### src/rtl/alu_result_stage.sv
// Registered result stage: picks the function-code result, owns the HI/LO product
// registers, interlocks MFHI/MFLO against an in-flight MULTU and hands results downstream.
module alu_result_stage #(
   parameter int WIDTH = 32
) (
   input  logic                 clk,
   input  logic                 reset,
   input  logic                 in_valid,
   output logic                 in_ready,
   input  logic [5:0]           Signal,
   input  logic [WIDTH-1:0]     alu_result,
   input  logic [WIDTH-1:0]     shift_result,
   input  logic                 mul_busy,
   input  logic                 mul_done,
   input  logic [2*WIDTH-1:0]   mul_product,
   output logic                 out_valid,
   input  logic                 out_ready,
   output logic [WIDTH-1:0]     dataOut,
   output logic [WIDTH-1:0]     hi_out,
   output logic [WIDTH-1:0]     lo_out
);

   localparam logic [5:0] OP_AND   = 6'd36;
   localparam logic [5:0] OP_OR    = 6'd37;
   localparam logic [5:0] OP_ADD   = 6'd32;
   localparam logic [5:0] OP_SUB   = 6'd34;
   localparam logic [5:0] OP_SLT   = 6'd42;
   localparam logic [5:0] OP_SLL   = 6'd0;
   localparam logic [5:0] OP_MULTU = 6'd25;
   localparam logic [5:0] OP_MFHI  = 6'd16;
   localparam logic [5:0] OP_MFLO  = 6'd18;

   typedef enum logic [1:0] {IDLE, HOLD, STALL} state_t;

   state_t           state, state_nxt;
   logic [WIDTH-1:0] data_q, data_nxt;
   logic [WIDTH-1:0] hi_q, hi_nxt;
   logic [WIDTH-1:0] lo_q, lo_nxt;
   logic             mul_pending, pending_nxt;
   logic             want_hi, want_hi_nxt;
   logic             xfer;
   logic             read_hi;
   logic [WIDTH-1:0] prod_hi, prod_lo;

   // The multiplier's own busy flag is redundant with mul_pending here.
   logic unused_mul_busy;
   assign unused_mul_busy = mul_busy;

   assign prod_hi = mul_product[2*WIDTH-1:WIDTH];
   assign prod_lo = mul_product[WIDTH-1:0];

   assign in_ready  = (state == IDLE) || (state == HOLD && out_ready);
   assign xfer      = in_valid && in_ready;
   assign read_hi   = (Signal == OP_MFHI);
   assign out_valid = (state == HOLD);
   assign dataOut   = data_q;
   assign hi_out    = hi_q;
   assign lo_out    = lo_q;

   // NOTE: every signal written here gets a default first, so no latch is inferred.
   always_comb begin
      state_nxt   = state;
      data_nxt    = data_q;
      hi_nxt      = hi_q;
      lo_nxt      = lo_q;
      pending_nxt = mul_pending;
      want_hi_nxt = want_hi;

      if (mul_done) begin
         hi_nxt      = prod_hi;
         lo_nxt      = prod_lo;
         pending_nxt = 1'b0;
      end

      if (xfer) begin
         state_nxt = HOLD;
         case (Signal)
            OP_MULTU: begin
               pending_nxt = 1'b1;
               state_nxt   = IDLE;
            end
            OP_MFHI, OP_MFLO: begin
               if (mul_done) begin
                  data_nxt = read_hi ? prod_hi : prod_lo;
               end else if (mul_pending) begin
                  state_nxt   = STALL;
                  want_hi_nxt = read_hi;
               end else begin
                  data_nxt = read_hi ? hi_q : lo_q;
               end
            end
            OP_AND, OP_OR, OP_ADD, OP_SUB, OP_SLT: data_nxt = alu_result;
            OP_SLL:                                data_nxt = shift_result;
            default:                               data_nxt = '0;
         endcase
      end else if (state == HOLD && out_ready) begin
         state_nxt = IDLE;
      end else if (state == STALL && mul_done) begin
         data_nxt  = want_hi ? prod_hi : prod_lo;
         state_nxt = HOLD;
      end
   end

   // NOTE: sequential state uses non-blocking <= so every flop samples pre-edge values.
   always_ff @(posedge clk) begin
      if (reset) begin
         state       <= IDLE;
         data_q      <= '0;
         hi_q        <= '0;
         lo_q        <= '0;
         mul_pending <= 1'b0;
         want_hi     <= 1'b0;
      end else begin
         state       <= state_nxt;
         data_q      <= data_nxt;
         hi_q        <= hi_nxt;
         lo_q        <= lo_nxt;
         mul_pending <= pending_nxt;
         want_hi     <= want_hi_nxt;
      end
   end

endmodule
### config.mk
export PLATFORM = sky130hd
export DESIGN_NAME = alu_result_stage
export DESIGN_NICKNAME = d
export VERILOG_FILES = /design/src/rtl/alu_result_stage.sv
export SDC_FILE = /design/constraint.sdc
export NUM_CORES = 1
export LEC_CHECK = 0
export ABC_AREA = 1
export BUFFER_PORTS_ARGS = -buffer_cell sky130_fd_sc_hd__buf_2
export CORE_UTILIZATION = 48
export DETAILED_ROUTE_END_ITERATION = 10
export PLACE_DENSITY_LB_ADDON = 0.25
export SLEW_MARGIN = 20
export SYNTH_ARGS = -nofsm -noshare
export SYNTH_HDL_FRONTEND = slang
export SYNTH_SLANG_ARGS = --single-unit
### constraint.sdc
create_clock -name clk -period 2 [get_ports clk]
set_input_delay 0.3 -clock clk [delete_from_list [all_inputs] [get_ports clk]]
set_output_delay 0.3 -clock clk [all_outputs]
set_load 0.02 [all_outputs]
==> results of run 1 <==
[registers in the layout, summed over array words and instances, names as in the netlist]
register     count
hi_out          32
want_hi          1
mul_pending      1
state            2
dataOut         32
lo_out          32
[worst max-delay path by stage]
stage                                      from                  endpoint  slack, ns  depth (start not counted)
after global placement                Signal[1]  dataOut[16]$_SDFFE_PP0P_       0.30                         10
after floorplan                       out_ready  dataOut[12]$_SDFFE_PP0P_       0.63                         12
after detailed placement              out_ready  dataOut[29]$_SDFFE_PP0P_       0.26                         11
final                     state[1]$_SDFFE_PP0P_  dataOut[12]$_SDFFE_PP0P_       0.31                          9
after global routing      state[1]$_SDFFE_PP0P_  dataOut[17]$_SDFFE_PP0P_       0.15                          9
after CTS                 state[1]$_SDFFE_PP0P_  dataOut[29]$_SDFFE_PP0P_       0.33                          9
[worst reg2reg max path, stage by stage (launching register included)]
cell     delay, ns
dfxtp_1       0.41
inv_2         0.05
nand2_2       0.09
nor2_4        0.07
inv_2         0.50
nand2_1       0.13
nand3_1       0.12
nor2_1        0.05
nor2_1        0.08
nor2_1        0.04
[metal layers]
| layer | share of wire, % | up-vias | global-route usage (%) | wire length (um) |
|---|---|---|---|---|
| li1 | - | 3406 | - | - |
| met1 | 41 | 3074 | 41.9 | 8180 |
| met2 | 46 | 416 | 52.4 | 9200 |
| met3 | 10 | 63 | 8.42 | 2040 |
| met4 | 3.3 | 0 | 13.9 | 669 |
| met5 | 0 | - | 0 | 0 |
[power groups by stage]
| stage | clock [mW] | combinational (mW) | sequential [mW] |
|---|---|---|---|
| finish | 1.79 | 1.17 | 2.18 |
| global route | 1.88 | 1.28 | 2.19 |
| CTS | 1.80 | 1.16 | 2.18 |
| detailed placement | 0 | 1.15 | 2.22 |
| global placement | 0 | 1.14 | 2.22 |
| floorplan | 0 | 0.541 | 2.37 |
[layout make-up]
cell class	instances	area (um^2)	share of cell area, %
tap	143	179	2.48
clock buffer	12	256	3.55
inverter	50	188	2.60
timing repair buffer	266	1460	20.2
multi-input combinational	688	3100	43.0
clock inverter	2	35.0	0.485
sequential	100	2000	27.7
[cells in the mapped netlist (all sizes together)]
| cell type | n |
|---|---|
| a21boi | 11 |
| a21oi | 88 |
| buf | 37 |
| clkbuf | 32 |
| dfxtp | 100 |
| inv | 50 |
| nand2 | 290 |
| nand3 | 151 |
| nand4 | 53 |
| nor2 | 92 |
| o21ai | 3 |
[cells by family after synthesis]
| group | after synthesis | synth area share (%) |
|---|---|---|
| buffers and inverters | 119 | 8.86 |
| flip-flops | 100 | 35.8 |
| AO/OA/AOI/OAI | 102 | 9.62 |
| AND/OR/NAND/NOR | 586 | 45.7 |
[cell usage in the layout, fill, tap and decap left out, drive strengths merged]
cell and instances:
a21boi 11, clkbuf 12, inv 50, o21ai 3, buf 266, clkinv 1
bufinv 1, nand3 151, a21oi 88, nand4 53, dfxtp 100, nand2 290
nor2 92
==> out/results.tsv, run 1 <==
stage	metric	value	unit
outcome	status	completed	
grt	grt_pass1_vias	6072	
finish	area.growth.synth_to_final	29.1	%
setup_path	crit_family	simple AND/OR/NAND/NOR gates	
place	placed_area	0.00693	mm^2
grt	grt_pass1_wl	30.2	mm
setup_path	cp_slowest_cell	inv_2	
yosys	mappedNetlistArea	0.00559	mm^2
power	netSwitchingFraction	30.9	%
sta	hold_slack	0.230	ns
detailed_routing	dr.pass1.iters	6	
power	ir_worst_vdd	0.736	mV
clock_tree	clk_pin_slew_worst_paths	0.07	ns
sta	timing.final.crit_share	84.4	%
setup_path	reg2regPathDepth	9	
worst_hold_path	holdPathStages	3	
detailed_routing	vias	6959	
flow_run	max-cap-violations	0	
yosys	synth.distinct_cells	18	
setup_path	setup.worst_path.end_class	flip-flop	
sta	fmax	0.593	GHz
power	finalPower	5.14	mW
worst_hold_path	min_path_type	input port to flip-flop	
setup_path	critPathMaxFanout	33	
floorplanning	initial_core_util	49.2	%
finish	diodes	0	
setup_path	r2r_end	dataOut[12]$_SDFFE_PP0P_	
sta	setup_viol	0	
setup_path	required	2.21	ns
setup_path	worstPathCellList	inv_2 -> nand2_2 -> nor2_4 -> inv_2 -> nand2_1 -> nand3_1 -> nor2_1 -> nor2_1 -> nor2_1	
yosys	synth_area_leaders	dfxtp_1 (36%), nand2_1 (19%), nand3_1 (13%)	
finish	utilization	63.5	%
yosys	synthCells	907	
finish	drive_gt1_share	26.3	%
floorplanning	core_region_area	0.0114	mm^2
clock_tree	cts_buffers	9	
detailed_routing	drtIter0Drc	811	
sta	finalHoldViolations	0	
grt	antenna_found_initial	0	
clock_tree	clock-root-buffer	clkbuf_16	
sta	setup-tns-final	0	ns
place	place_hpwl	13.6	mm
power	power.internal	3.55	mW
yosys	ys_warn_count	0	
sta	grt_setup_unrepaired	false	
clock_tree	worstSkewPairLatency	0.35	ns
setup_path	r2r-start	state[1]$_SDFFE_PP0P_	
power	clkPwrFrac	34.9	%
finish	nFillCells	1099	
place	dp.cells	1247	
setup_path	critPathMaxStageDelay	0.50	ns
finish	postLayoutCellArea	0.00722	mm^2
sta	fin_crit	1.69	ns
sta	finalClockSkew	0.00644	ns
power	combinationalPowerShare	22.8	%
sta	tightestPinTransition	0.905	ns
clock_tree	ctsResizeCount	0	
clock_tree	cts_setup_buffers	0	
detailed_routing	drc_errors	0	
setup_path	worstPathArrival	1.90	ns
floorplanning	die_w	110	um
place	portBuffers	236	
clock_tree	tritoncts	built	
floorplanning	ios	238	
worst_hold_path	hold_start	mul_product[30]	
yosys	yosysSeqAreaShare	35.8	%
finish	nNetsFinal	1255	
setup_path	regToRegSetupSlack	0.31	ns
grt	grt_start_max_net_pins	79	
setup_path	path_buf_inv	2	
yosys	syn_nets	1047	
power	cellLeakagePower	3.61	nW
floorplanning	die_area	0.0121	mm^2
detailed_routing	via_per_inst	5.52	
sta	slew_headroom	39.7	%
power	power.switching	1.59	mW
power	seqPwrFrac	42.4	%
sta	slew_violations	0	
grt	grt_overflow	0	
power	power.density	712	mW/mm^2
worst_hold_path	min_to	lo_out[30]$_SDFFE_PP0P_	
sta	setup_slack	0.313	ns
floorplanning	die_h	110	um
clock_tree	cts_sinks	100	
clock_tree	clk_path_buf_depth	2	
yosys	ys_seq_elements	100	
grt	gr-usage-all-layers	32.9	%
floorplanning	row_count	39	
clock_tree	cts_hold_buf	0	
setup_path	start_kind	flip-flop	
yosys	avgSynthCellArea	6.17	um^2
finish	stdcell_count	1261	
yosys	synth_top_area_share	35.8	%
detailed_routing	ant_nets	0	
detailed_routing	routedWlPerCell	15.9	um
setup_path	critPathKind	flip-flop to flip-flop	
clock_tree	cts_max_level	3	
place	gp_congestion	0.857	
setup_path	cp_common_cell	nor2_1	
detailed_routing	drt_wl_total	20.1	mm
yosys	post-synth-top-area-cell	dfxtp_1	
place	place_ws	0.258	ns
Power figures use the tool's default switching activity.
==> inputs of run 2 (changes only) <==
==> constraint.sdc (replaced) <==
create_clock -name clk -period 1.67 [get_ports clk]
set_input_delay 0.2505 -clock clk [delete_from_list [all_inputs] [get_ports clk]]
set_output_delay 0.2505 -clock clk [all_outputs]
set_load 0.02 [all_outputs]
==> out/results.tsv, run 2 (same netlist as run 1, synthesis figures left out) <==
stage	metric	value	unit	change
outcome	status	completed		
flow_run	max-cap-violations	0		unchanged
floorplanning	die_w	110	um	unchanged
place	place_ws	0.0787	ns	-0.179 ns
place	dp.cells	1256		+0.72%
setup_path	critPathKind	flip-flop to flip-flop		
worst_hold_path	min_path_type	input port to flip-flop		
sta	setup_viol	0		unchanged
power	power.density	850	mW/mm^2	+19%
detailed_routing	via_per_inst	5.47		-0.83%
sta	setup-tns-final	0	ns	unchanged
finish	diodes	0		unchanged
grt	gr-usage-all-layers	32.8	%	-0.066 points
clock_tree	cts_buffers	9		unchanged
setup_path	worstPathArrival	1.78	ns	-0.12 ns
finish	nNetsFinal	1268		+1.0%
sta	fmax	0.653	GHz	+10%
sta	timing.final.crit_share	91.7	%	+7.3 points
finish	mostFrequentLayoutCells	nand2_1 (288), buf_2 (236), nand3_1 (150)		
floorplanning	row_count	39		unchanged
detailed_routing	drt_wl_total	20.0	mm	-0.49%
detailed_routing	dr.pass1.iters	5		-1
clock_tree	worstSkewPairLatency	0.35	ns	about the same
detailed_routing	dr_wl_met3	1.93	mm	-5.3%
grt	grt_overflow	0		unchanged
power	cellLeakagePower	3.73	nW	+3.2%
setup_path	required	1.92	ns	-0.29 ns
clock_tree	tritoncts	built		
detailed_routing	wl_met1	8.09	mm	-1.2%
clock_tree	clk_path_buf_depth	2		unchanged
detailed_routing	top_layer	met4		
clock_tree	clock-root-buffer	clkbuf_16		
place	portBuffers	236		unchanged
finish	layout_commonest_cell	nand2_1		
sta	slew_headroom	77.0	%	+37 points
sta	slew_violations	0		unchanged
detailed_routing	drc_errors	0		unchanged
sta	fin_crit	1.53	ns	-0.156 ns
clock_tree	cts_hold_buf	0		unchanged
finish	drive_gt1_share	27.4	%	+1.1 points
setup_path	critPathMaxFanout	22		-33%
floorplanning	initial_core_util	49.2	%	unchanged
sta	tightestPinTransition	0.346	ns	-0.559 ns
finish	utilization	65.7	%	+2.2 points
clock_tree	cts_sinks	100		unchanged
floorplanning	ios	238		unchanged
power	finalPower	6.35	mW	+23%
grt	grt_start_max_net_pins	40		-49%
finish	area.growth.synth_to_final	33.5	%	
floorplanning	core_region_area	0.0114	mm^2	unchanged
sta	grt_setup_unrepaired	false		
clock_tree	clk_pin_slew_worst_paths	0.07	ns	about the same
finish	stdcell_count	1276		+1.2%
clock_tree	cts_max_level	3		unchanged
detailed_routing	wl_met2	9.29	mm	+0.97%
detailed_routing	ant_nets	0		unchanged
place	gp_congestion	0.888		+3.6%
detailed_routing	drtIter0Drc	669		-18%
grt	grt_pass1_vias	6179		+1.8%
setup_path	start_kind	flip-flop		
sta	finalHoldViolations	0		unchanged
power	ir_worst_vdd	0.605	mV	-18%
grt	antenna_found_initial	0		unchanged
setup_path	setup.worst_path.end_class	flip-flop		
detailed_routing	routedWlPerCell	15.7	um	-1.7%
sta	finalClockSkew	0.00564	ns	-0.000799 ns
floorplanning	die_area	0.0121	mm^2	unchanged
place	place_hpwl	13.6	mm	+0.38%
detailed_routing	vias	6983		+0.34%
sta	setup_slack	0.139	ns	-0.174 ns
grt	grt_pass1_wl	30.3	mm	+0.23%
floorplanning	die_h	110	um	unchanged
## run 2: routing by layer
metal	vias to the layer above	track usage [%]
met5	-	0
met4	0	18.0
met3	56	5.63
met2	405	52.3
met1	3085	41.9
li1	3437	-
## run 2: critical path, stage by stage, from the launching register on
cell and delay (ns):
dfxtp_1 0.35, inv_2 0.06, nand2_2 0.06, nor2_4 0.20
buf_4 0.16, nand3_4 0.06, nand2_2 0.12, buf_6 0.23
nand2_1 0.07, nand2_1 0.07, a21oi_1 0.04
## run 2: stage by stage
| step | area, um^2 | hold WS, ns |
|---|---|---|
| final | 7470 | 0.181 |
| after CTS | 7410 | 0.172 |
| after global routing | 7470 | 0.188 |
| after floorplan | 5590 | 0.414 |
| after global placement | 7100 | 0.471 |
| after detailed placement | 7100 | 0.475 |
## run 2: power by group
group	switching (mW)	total [mW]	leakage, nW	internal (mW)
clock network	0.958	2.28	0.157	1.32
registers	0.0764	2.61	0.825	2.53
logic	0.915	1.46	2.74	0.548
## run 2: what timing repair did
action,in CTS,in global routing
gates resized for setup,0,4
endpoints found under the setup margin,0,31
buffers inserted,0,3
## run 2: path summary, 6_finish.rpt
check | slack (ns) | startpoint | cells past startpoint | to
min | 0.18 | mul_product[30] | 3 | lo_out[30]$_SDFFE_PP0P_
max | 0.14 | state[1]$_SDFFE_PP0P_ | 10 | dataOut[2]$_SDFFE_PP0P_
max reg2reg | 0.14 | state[1]$_SDFFE_PP0P_ | 10 | dataOut[2]$_SDFFE_PP0P_
min reg2reg | 0.48 | hi_out[16]$_SDFFE_PP0P_ | 2 | hi_out[16]$_SDFFE_PP0P_
## run 2: layout make-up
class	count	area [um^2]
clock buffer	10	229
timing repair buffer	279	1680
multi-input combinational	688	3100
fill	1072	3900
sequential	100	2000
inverter	50	190
tap	143	179
clock inverter	6	87.6
